<file path="src/rtl/skewed_operand_buffer_if.sv">
// Host-side bundle for the skewed operand buffer. It carries the element write port,
// the stream control inputs and the registered stream outputs.
interface skewed_operand_buffer_if #(
    parameter int DATA_WIDTH = 8,
    parameter int LINES      = 4,
    parameter int DEPTH      = 4
);
    localparam int LINE_W = (LINES > 1) ? $clog2(LINES) : 1;
    localparam int ELEM_W = (DEPTH > 1) ? $clog2(DEPTH) : 1;

    logic                        write_enable;
    logic [LINE_W-1:0]           write_line;
    logic [ELEM_W-1:0]           write_elem;
    logic [DATA_WIDTH-1:0]       data_in;
    logic                        clear;
    logic                        start;
    logic                        skew_en;
    logic [LINES*DATA_WIDTH-1:0] data_out;
    logic [LINES-1:0]            out_valid;
    logic                        busy;
    logic                        done;
    logic                        wr_reject;

    modport master (
        output write_enable, write_line, write_elem, data_in, clear, start, skew_en,
        input  data_out, out_valid, busy, done, wr_reject
    );

    modport slave (
        input  write_enable, write_line, write_elem, data_in, clear, start, skew_en,
        output data_out, out_valid, busy, done, wr_reject
    );
endinterface

</file>
<file path="src/rtl/skewed_operand_buffer.sv">
// LINES x DEPTH operand store feeding a systolic array. On start, every line is streamed out
// one element per cycle, either aligned or skewed so that line i lags line 0 by i cycles.
module skewed_operand_buffer #(
    parameter int DATA_WIDTH = 8,
    parameter int LINES      = 4,
    parameter int DEPTH      = 4
) (
    input  logic                  clk,
    input  logic                  rst_n,
    skewed_operand_buffer_if.slave bus
);
    localparam int LINE_W = (LINES > 1) ? $clog2(LINES) : 1;
    localparam int ELEM_W = (DEPTH > 1) ? $clog2(DEPTH) : 1;
    localparam int CNT_W  = $clog2(LINES + DEPTH);

    localparam logic [CNT_W-1:0]  LAST_SKEW  = CNT_W'(DEPTH + LINES - 2);
    localparam logic [CNT_W-1:0]  LAST_ALIGN = CNT_W'(DEPTH - 1);
    localparam logic [CNT_W-1:0]  BEAT_ONE   = CNT_W'(1);
    localparam logic [LINE_W:0]   LINES_LIM  = (LINE_W + 1)'(LINES);
    localparam logic [ELEM_W:0]   DEPTH_LIM  = (ELEM_W + 1)'(DEPTH);

    typedef enum logic {IDLE, STREAM} state_t;

    state_t                      state, next_state;
    logic [CNT_W-1:0]            beat, next_beat;
    logic                        skew_q, load_skew;
    logic                        load;
    logic                        done_d;
    logic                        write_hit;
    int                          elem;

    logic [DATA_WIDTH-1:0]       mem [LINES][DEPTH];
    logic [LINES*DATA_WIDTH-1:0] data_q, data_d;
    logic [LINES-1:0]            valid_q, valid_d;
    logic                        done_q;
    logic                        reject_q;

    // Sequencer: decides which beat (if any) the output registers load at this edge.
    always_comb begin
        // NOTE: every always_comb output gets a default first, so no path can leave it unassigned and infer a latch.
        next_state = state;
        next_beat  = beat;
        load       = 1'b0;
        load_skew  = skew_q;
        unique case (state)
            IDLE: begin
                if (bus.start) begin
                    next_state = STREAM;
                    next_beat  = '0;
                    load       = 1'b1;
                    load_skew  = bus.skew_en;
                end
            end
            STREAM: begin
                if (beat == (skew_q ? LAST_SKEW : LAST_ALIGN)) begin
                    next_state = IDLE;
                    next_beat  = '0;
                end else begin
                    next_beat = beat + BEAT_ONE;
                    load      = 1'b1;
                end
            end
        endcase
        done_d = load && (next_beat == (load_skew ? LAST_SKEW : LAST_ALIGN));
    end

    // Element e of line i is shown on beat e (aligned) or beat e+i (skewed).
    always_comb begin
        data_d  = '0;
        valid_d = '0;
        elem    = 0;
        for (int i = 0; i < LINES; i++) begin
            elem = load_skew ? (int'(next_beat) - i) : int'(next_beat);
            if (load && elem >= 0 && elem < DEPTH) begin
                valid_d[i]                         = 1'b1;
                data_d[i*DATA_WIDTH +: DATA_WIDTH] = mem[i][elem[ELEM_W-1:0]];
            end
        end
    end

    always_ff @(posedge clk or negedge rst_n) begin
        if (!rst_n) begin
            state    <= IDLE;
            beat     <= '0;
            skew_q   <= 1'b0;
            data_q   <= '0;
            valid_q  <= '0;
            done_q   <= 1'b0;
            reject_q <= 1'b0;
        end else begin
            // NOTE: sequential state uses non-blocking assignments so every flop samples pre-edge values.
            state    <= next_state;
            beat     <= next_beat;
            skew_q   <= load_skew;
            data_q   <= data_d;
            valid_q  <= valid_d;
            done_q   <= done_d;
            reject_q <= (state == STREAM) && (bus.write_enable || bus.clear);
        end
    end

    assign write_hit = bus.write_enable
                    && ({1'b0, bus.write_line} < LINES_LIM)
                    && ({1'b0, bus.write_elem} < DEPTH_LIM);

    // The read for beat 0 happens at the same edge as a write, so it naturally sees old contents.
    always_ff @(posedge clk or negedge rst_n) begin
        if (!rst_n) begin
            // NOTE: this array is reset cell by cell because a zeroed store is part of the defined reset state.
            for (int i = 0; i < LINES; i++) begin
                for (int j = 0; j < DEPTH; j++) begin
                    mem[i][j] <= '0;
                end
            end
        end else if (state == IDLE) begin
            if (bus.clear) begin
                for (int i = 0; i < LINES; i++) begin
                    for (int j = 0; j < DEPTH; j++) begin
                        mem[i][j] <= '0;
                    end
                end
            end else if (write_hit) begin
                mem[bus.write_line][bus.write_elem] <= bus.data_in;
            end
        end
    end

    assign bus.data_out  = data_q;
    assign bus.out_valid = valid_q;
    assign bus.busy      = (state == STREAM);
    assign bus.done      = done_q;
    assign bus.wr_reject = reject_q;
endmodule

</file>
<file path="src/flat_wrapper.sv">
// flat-port wrapper written by rule: the top's interface ports become plain ports
module skewed_operand_buffer_flat 
#(
    parameter int DATA_WIDTH = 8,
    parameter int LINES      = 4,
    parameter int DEPTH      = 4
)
  (clk, rst_n, bus_write_enable, bus_write_line, bus_write_elem, bus_data_in, bus_clear, bus_start, bus_skew_en, bus_data_out, bus_out_valid, bus_busy, bus_done, bus_wr_reject);
  skewed_operand_buffer_if #(.DATA_WIDTH(DATA_WIDTH), .LINES(LINES), .DEPTH(DEPTH)) bus_i ();
  input  logic clk;
  input  logic rst_n;
  input wire logic [$bits(bus_i.write_enable)-1:0] bus_write_enable;
  input wire logic [$bits(bus_i.write_line)-1:0] bus_write_line;
  input wire logic [$bits(bus_i.write_elem)-1:0] bus_write_elem;
  input wire logic [$bits(bus_i.data_in)-1:0] bus_data_in;
  input wire logic [$bits(bus_i.clear)-1:0] bus_clear;
  input wire logic [$bits(bus_i.start)-1:0] bus_start;
  input wire logic [$bits(bus_i.skew_en)-1:0] bus_skew_en;
  output wire logic [$bits(bus_i.data_out)-1:0] bus_data_out;
  output wire logic [$bits(bus_i.out_valid)-1:0] bus_out_valid;
  output wire logic [$bits(bus_i.busy)-1:0] bus_busy;
  output wire logic [$bits(bus_i.done)-1:0] bus_done;
  output wire logic [$bits(bus_i.wr_reject)-1:0] bus_wr_reject;
  assign bus_i.write_enable = bus_write_enable;
  assign bus_i.write_line = bus_write_line;
  assign bus_i.write_elem = bus_write_elem;
  assign bus_i.data_in = bus_data_in;
  assign bus_i.clear = bus_clear;
  assign bus_i.start = bus_start;
  assign bus_i.skew_en = bus_skew_en;
  assign bus_data_out = bus_i.data_out;
  assign bus_out_valid = bus_i.out_valid;
  assign bus_busy = bus_i.busy;
  assign bus_done = bus_i.done;
  assign bus_wr_reject = bus_i.wr_reject;
  skewed_operand_buffer #(.DATA_WIDTH(DATA_WIDTH), .LINES(LINES), .DEPTH(DEPTH)) u_core (.clk(clk), .rst_n(rst_n), .bus(bus_i));
endmodule
</file>
<file path="config.mk">
export PLATFORM = sky130hd
export DESIGN_NAME = skewed_operand_buffer_flat
export DESIGN_NICKNAME = d
export VERILOG_FILES = /design/src/rtl/skewed_operand_buffer_if.sv /design/src/rtl/skewed_operand_buffer.sv /design/src/flat_wrapper.sv
export SDC_FILE = /design/constraint.sdc
export NUM_CORES = 1
export LEC_CHECK = 0
export CORE_ASPECT_RATIO = 0.6
export CORE_MARGIN = 3
export CORE_UTILIZATION = 29
export DETAILED_ROUTE_END_ITERATION = 8
export GPL_TIMING_DRIVEN = 0
export SYNTH_ARGS = -nofsm -noshare
export SYNTH_HDL_FRONTEND = slang
export SYNTH_SLANG_ARGS = --single-unit
export TNS_END_PERCENT = 5
</file>
<file path="constraint.sdc">
create_clock -name clk -period 3.94 [get_ports clk]
set_input_delay 0.591 -clock clk [delete_from_list [all_inputs] [get_ports clk]]
set_output_delay 0.591 -clock clk [all_outputs]
set_load 0.005 [all_outputs]
</file>
==> results of run 1 <==
-- layout make-up --
cell class / count / share of cell area (%)
plain buffers: 70 / 3.22
clock buffers: 24 / 5.00
clock inverters: 6 / 1.13
inverters: 10 / 0.433
multi-input cells: 632 / 37.2
flip-flops and latches: 171 / 43.5
well taps: 367 / 4.67
repair buffers: 45 / 4.81
-- registers in the layout, indices dropped and copies added, names as in the netlist --
name                  flops
u_core.beat               3
u_core.bus.busy           1
u_core.bus.data_out      32
u_core.bus.done           1
u_core.bus.out_valid      4
u_core.bus.wr_reject      1
u_core.mem              128
u_core.skew_q             1
-- Yosys cell counts (3+ instances only) --
library cell	n	share of area [%]
and3_1	16	1.2
buf_1	9	0.41
nor2_1	23	1.0
clkbuf_1	50	2.3
inv_1	9	0.41
ha_1	5	0.75
and2_1	8	0.60
nand3_1	8	0.48
o21ai_0	129	7.8
buf_6	4	0.54
nor2b_1	11	0.83
a211oi_1	16	1.4
nand2_1	207	9.4
a22oi_1	129	12
a2111oi_1	3	0.36
a311oi_1	16	1.7
dfrtp_1	171	52
a2111oi_0	4	0.42
mux2i_1	25	3.0
buf_2	4	0.24
a21oi_1	5	0.30
-- report_power, final --
group / total, mW / internal, mW / leakage (nW) / switching, mW
Sequential: 3.09 / 2.55 / 1.76 / 0.540
Combinational: 5.06 / 2.11 / 2.38 / 2.96
Clock: 1.77 / 1.06 / 0.292 / 0.710
Total: 9.92 / 5.72 / 4.43 / 4.21
-- how the worst min path moves through the flow --
stage                               startpoint                                end  slack [ps]  cells past startpoint
floorplan                                rst_n           u_core.beat[0]$_DFF_PN0_         300                      0
global route                             rst_n        u_core.mem[102]$_DFFE_PN0P_          70                      1
detailed placement  u_core.mem[22]$_DFFE_PN0P_         u_core.mem[22]$_DFFE_PN0P_         490                      2
CTS                                      rst_n  u_core.bus.out_valid[0]$_DFF_PN0_          60                      1
finish                                   rst_n         u_core.mem[99]$_DFFE_PN0P_          60                      1
global placement    u_core.mem[35]$_DFFE_PN0P_         u_core.mem[35]$_DFFE_PN0P_         480                      2
-- worst register-to-register path, cell delays in order (launching register included) --
cell	delay, ps
dfrtp_1	400
buf_6	150
nor2b_1	140
a22oi_2	270
clkbuf_1	420
clkbuf_1	520
inv_1	100
ha_1	320
nor2_1	70
a21oi_1	360
a211oi_1	120
a2111oi_0	640
-- metrics by stage --
stage / util, % / setup TNS, ps / power (mW) / hold slack [ps] / cell area [um2]
after floorplan: - / 0 / 6.30 / 295 / 8290
after global placement: 33.0 / -878150 / 7.98 / 481 / 9190
after detailed placement: 33.1 / -376 / 8.08 / 493 / 9230
after CTS: 35.3 / 0 / 9.89 / 64.1 / 9830
after global routing: 35.3 / 0 / 10.7 / 74.0 / 9830
final: 35.3 / 0 / 9.92 / 59.7 / 9830
-- metal layers --
metal / vias to the layer above / track usage [%] / wire length, um
met5: - / 0 / 0
met4: 0 / 4.48 / 340
met3: 34 / 5.02 / 2690
met2: 332 / 24.3 / 10500
met1: 3683 / 26.8 / 12800
li1: 3315 / - / -
-- logic make-up (layout without fill, tap and decap cells) --
kind of cell / count (synthesis) / count (layout) / synth area share (%)
mux: 25 / 25 / 3.02
fa+ha+maj: 5 / 5 / 0.754
xor+xnor: 2 / 2 / 0.392
flops: 171 / 171 / 51.6
compound gates: 316 / 316 / 25.5
simple gates: 284 / 284 / 14.5
buf+inv: 80 / 155 / 4.33
==> qor.csv, run 1 <==
stage;metric;value;unit
finish;multi_input_area;3660;um2
clock_tree;cts_hold_buf;0;
setup_path;crit_top_cell;clkbuf_1;
placed_design;numPlacedInstances;1295;
global_route;grt_max_degree;119;
job;drv_cap;0;
die;die_y;137;um
clock_tree;cts_tree;done;
logic_synthesis;synthFlopType;dfrtp_1;
global_route;grt_pass1_wl;41600;um
timing;fmax;0.271;GHz
timing;finalWorstSetupSlack;254;ps
setup_path;crit_end;u_core.bus.data_out[27]$_DFF_PN0_;
logic_synthesis;postSynthCellCount;883;
status;outcome;finished clean;
routing;vias;7364;
logic_synthesis;synthArstFlopShare;100;%
power_and_ir_drop;power-per-cell-area;1010;nW/um2
hold_path;hold_path_class;in -> async;
clock_tree;postCtsSetupRepairBufs;0;
finish;post_layout_nonfiller_instances;1325;
clock_tree;cts.htree.levels;4;
setup_path;path_depth;11;
finish;layout_commonest_cell;nand2_1;
die;core;27900;um2
logic_synthesis;syn_nets;906;
setup_path;slowest_delay;640;ps
placed_design;port_buffers;44;
logic_synthesis;avgSynthCellArea;9.39;um2
logic_synthesis;ys_types;44;
setup_path;startpoint;bus_start;
routing;drcViolationCount;0;
finish;fin_nets;970;
finish;most-common-layout-cells;nand2_1 (207), dfrtp_1 (171), o21ai_0 (129), a22oi_1 (129), clkbuf_1 (53);
global_route;grt_pass1_vias;7069;
die;die_w;224;um
clock_tree;cts_buffers;17;
setup_path;critPathLaunchType;input pin;
routing;ant_nets;0;
placed_design;hpwl;18200;um
timing;period_share;93.6;%
clock_tree;clkTransAtPathRegs;60;ps
die;rows;47;
clock_tree;cts_max_path_buffers;2;
setup_path;r2r_slack;270;ps
setup_path;reg2regPathDepth;11;
setup_path;r2r-end;u_core.bus.data_out[27]$_DFF_PN0_;
global_route;grt-ovfl-total;0;
timing;fin_worst_skew;10.9;ps
routing;drt-wirelength-per-cell;19.9;um
routing;routed_wl;26400;um
clock_tree;cts_resized;0;
timing;setup_viol;0;
global_route;antenna_found_initial;0;
finish;seq_area;4280;um2
logic_synthesis;syn_area;8290;um2
clock_tree;clk_latency;450;ps
timing;period_minus_slack;3690;ps
die;die_area;30700;um2
setup_path;worstSetupPathType;in -> reg;
routing;detail_route.vias_per_cell;5.56;
finish;synthToLayoutAreaGrowth;18.6;%
die;io_pins;57;
setup_path;cp_num_buf_inv;4;
power_and_ir_drop;ir_drop;0.000418;V
finish;fillCellCount;2824;
clock_tree;cts.sinks;171;
setup_path;slowest_stage;a2111oi_0;
timing;rsz0062_at_grt;false;
clock_tree;cts-root-buf;clkbuf_16;
timing;hold_viol;0;
logic_synthesis;yosys_warnings;0;
die;start_util;29.8;%
power_and_ir_drop;power.leakage;4.43;nW
global_route;gr-usage-all-layers;17.6;%
logic_synthesis;synth_seq_cells;171;
setup_path;cp.arrival;3960;ps
routing;drt-initial-drc-count;1023;
logic_synthesis;seq_area_frac_synth;51.6;%
timing;tightest_slew;1080;ps
timing;report.final.slew_viol_count;0;
setup_path;critPathTopFamily;buffers and inverters;
routing;drt_pass1_iterations;6;
finish;drive_gt1_share;5.74;%
timing;slew-limit-headroom;27.5;%
logic_synthesis;synth_edf_count;0;
setup_path;cp_max_fo;10;
placed_design;pre_cts_slack;-308;ps
placed_design;gp_congestion;0.845;
setup_path;r2r_start;u_core.bus.busy$_DFF_PN0_;
finish;diodes;0;
setup_path;critPathRequiredTime;4210;ps
setup_path;crit_path_end_kind;flop;
setup_path;cp_cell_sequence;clkdlybuf4s50_1 -> nor2_2 -> a22oi_2 -> clkbuf_1 -> clkbuf_1 -> inv_1 -> ha_1 -> nor2_1 -> a21oi_1 -> a211oi_1 -> a2111oi_0;
No activity file was read; power rests on OpenSTA's default activity.
==> run 2, diff against run 1 <==
- CTS_CLUSTER_DIAMETER: default -> 150
- PLACE_DENSITY: default -> 0.52
==> run 2 against run 1 <==
  * Power decreased by 1.3%
  * Final area decreased by 0.53%
  * Final cell count about the same
  * Setup slack got worse by 7.5 ps
  * Largest cell class unchanged
  * Largest power group unchanged
  * Highest routed layer unchanged
==> qor.csv, run 2 (synthesis gave the netlist of run 1 again) <==
stage;metric;value;unit;change
clock_tree;cts.sinks;171;;unchanged
routing;drt-initial-drc-count;978;;-4.4%
finish;drive_gt1_share;5.84;%;+0.098 points
global_route;grt_pass1_wl;42200;um;+1.5%
placed_design;hpwl;18400;um;+0.89%
power_and_ir_drop;ir_drop;0.000432;V;+3.4%
timing;fin_worst_skew;8.00;ps;-2.93 ps
setup_path;r2r_slack;250;ps;-20 ps
setup_path;r2r-end;u_core.bus.data_out[27]$_DFF_PN0_;;
timing;report.final.slew_viol_count;0;;unchanged
clock_tree;cts_max_path_buffers;2;;unchanged
placed_design;numPlacedInstances;1295;;unchanged
hold_path;hold_path_class;in -> async;;
status;outcome;finished clean;;
timing;fmax;0.271;GHz;-0.20%
finish;seq_area;4280;um2;unchanged
timing;setup_viol;0;;unchanged
setup_path;r2r_start;u_core.bus.busy$_DFF_PN0_;;
die;io_pins;57;;unchanged
timing;slew-limit-headroom;30.2;%;+2.7 points
timing;finalWorstSetupSlack;246;ps;-7.47 ps
global_route;grt_max_degree;88;;-26%
finish;most-common-layout-cells;nand2_1 (207), dfrtp_1 (171), o21ai_0 (129), a22oi_1 (129), clkbuf_1 (52);;
clock_tree;cts_buffers;17;;unchanged
routing;ant_nets;0;;unchanged
timing;fin_setup_tns;0;ps;unchanged
timing;tightest_slew;1050;ps;-33.6 ps
die;rows;47;;unchanged
finish;fin_nets;970;;unchanged
die;die_y;137;um;unchanged
power_and_ir_drop;power-per-cell-area;1000;nW/um2;-0.73%
global_route;grt_pass1_vias;6794;;-3.9%
placed_design;placed_area;9230;um2;unchanged
setup_path;cp.arrival;3960;ps;about the same
finish;largest_register;u_core.mem;;
setup_path;cp_cell_sequence;buf_6 -> nor2b_1 -> a22oi_2 -> clkbuf_1 -> clkbuf_1 -> inv_1 -> ha_1 -> nor2_1 -> a21oi_1 -> a211oi_1 -> a2111oi_0;;
finish;diodes;0;;unchanged
routing;drt-wirelength-per-cell;20.5;um;+2.8%
job;drv_cap;0;;unchanged
power_and_ir_drop;power.total;9.80;mW;-1.3%
clock_tree;clkTransAtPathRegs;70;ps;about the same
die;die_area;30700;um2;unchanged
setup_path;reg2regPathDepth;11;;unchanged
setup_path;worstSetupPathType;reg -> reg;;
finish;multi_input_area;3660;um2;-0.14%
timing;period_share;93.7;%;+0.19 points
finish;stdcell_area;9780;um2;-0.53%
clock_tree;cts_hold_buf;0;;unchanged
global_route;antenna_found_initial;0;;unchanged
finish;largest_reg_flops;128;;unchanged
clock_tree;cts.htree.levels;4;;unchanged
placed_design;port_buffers;44;;unchanged
timing;period_minus_slack;3690;ps;+7.47 ps
clock_tree;cts_tree;done;;
die;die_w;224;um;unchanged
routing;drt_pass1_iterations;6;;unchanged
routing;drcViolationCount;0;;unchanged
clock_tree;clk_latency;450;ps;about the same
placed_design;gp_congestion;0.820;;-2.9%
setup_path;cp_max_fo;10;;unchanged
clock_tree;cts-root-buf;clkbuf_16;;
setup_path;critPathRequiredTime;4200;ps;about the same
global_route;grt-ovfl-total;0;;unchanged
power_and_ir_drop;power.leakage;4.41;nW;-0.35%
finish;layout_commonest_cell;nand2_1;;
routing;vias;7232;;-1.8%
placed_design;pre_cts_slack;-165;ps;+142 ps
routing;routed_wl;27100;um;+2.9%
global_route;gr-usage-all-layers;18.2;%;+0.56 points
setup_path;critPathLaunchType;flop;;
setup_path;crit_top_cell;clkbuf_1;;
timing;hold_viol;0;;unchanged
finish;fillCellCount;2875;;+1.8%
setup_path;slowest_stage;a2111oi_0;;
setup_path;crit_path_end_kind;flop;;
die;start_util;29.8;%;unchanged
setup_path;slowest_delay;700;ps;+60 ps
finish;synthToLayoutAreaGrowth;18.0;%;
finish;post_layout_nonfiller_instances;1326;;+0.075%
routing;detail_route.vias_per_cell;5.45;;-1.9%
die;core;27900;um2;unchanged
-- run 2: cell count changes in the layout (fill, tap and decap cells not counted) --
cell and delta:
clkinv_2 +5, bufinv_16 -2, a2111oi_1 +1, a2111oi_2 -1, clkbuf_1 -1, clkinv_4 -1
-- run 2: final cells by class --
class | instances | area share (%)
clock inverters | 8 | 0.691
multi-input cells | 632 | 37.4
well taps | 367 | 4.69
repair buffers | 45 | 4.84
plain buffers | 70 | 3.24
clock buffers | 23 | 4.99
inverters | 10 | 0.435
flip-flops and latches | 171 | 43.7
-- run 2: what timing repair did --
action	in CTS	in global routing
setup endpoints to repair	0	1
setup buffers	0	0
resized for setup	0	1
-- run 2: worst max-delay path, delay by kind of cell, from the launching register on --
kind,cells,cell delay (ps)
buffers and inverters,4,1070
adders and majority gates,1,310
and+or+nand+nor,2,200
AOI/OAI and AO/OA,4,1530
DFF,1,390
-- run 2: how the worst max path moves through the flow --
stage | startpoint | end | slack, ps | depth (start not counted)
final | u_core.bus.busy$_DFF_PN0_ | u_core.bus.data_out[27]$_DFF_PN0_ | 250 | 11
after global routing | u_core.bus.busy$_DFF_PN0_ | u_core.bus.data_out[30]$_DFF_PN0_ | -20 | 11
after CTS | u_core.bus.busy$_DFF_PN0_ | u_core.bus.data_out[30]$_DFF_PN0_ | 290 | 11
after detailed placement | bus_start | u_core.bus.data_out[30]$_DFF_PN0_ | -170 | 11
after global placement | rst_n | u_core.bus.data_out[18]$_DFF_PN0_ | -5420 | 1
after floorplan | u_core.bus.busy$_DFF_PN0_ | u_core.bus.data_out[28]$_DFF_PN0_ | 1300 | 12
-- run 2: metrics by stage --
step | hold WS [ps] | util (%)
after global routing | 187 | 35.1
after detailed placement | 492 | 33.1
final | 139 | 35.1
after floorplan | 295 | -
after global placement | 479 | 33.0
after CTS | 164 | 35.1
-- run 2: metal layers --
metal / vias up / GRT usage, % / wire [um]
met1: 3630 / 29.3 / 14300
met5: - / 0 / 0
met4: 0 / 5.08 / 264
li1: 3308 / - / -
met2: 274 / 23.5 / 10700
met3: 20 / 4.18 / 1940
-- run 2: power by group --
part	switching, mW	internal (mW)	leakage, nW
registers	0.523	2.55	1.76
clock network	0.731	0.927	0.278
logic	2.97	2.10	2.38
total	4.22	5.58	4.41
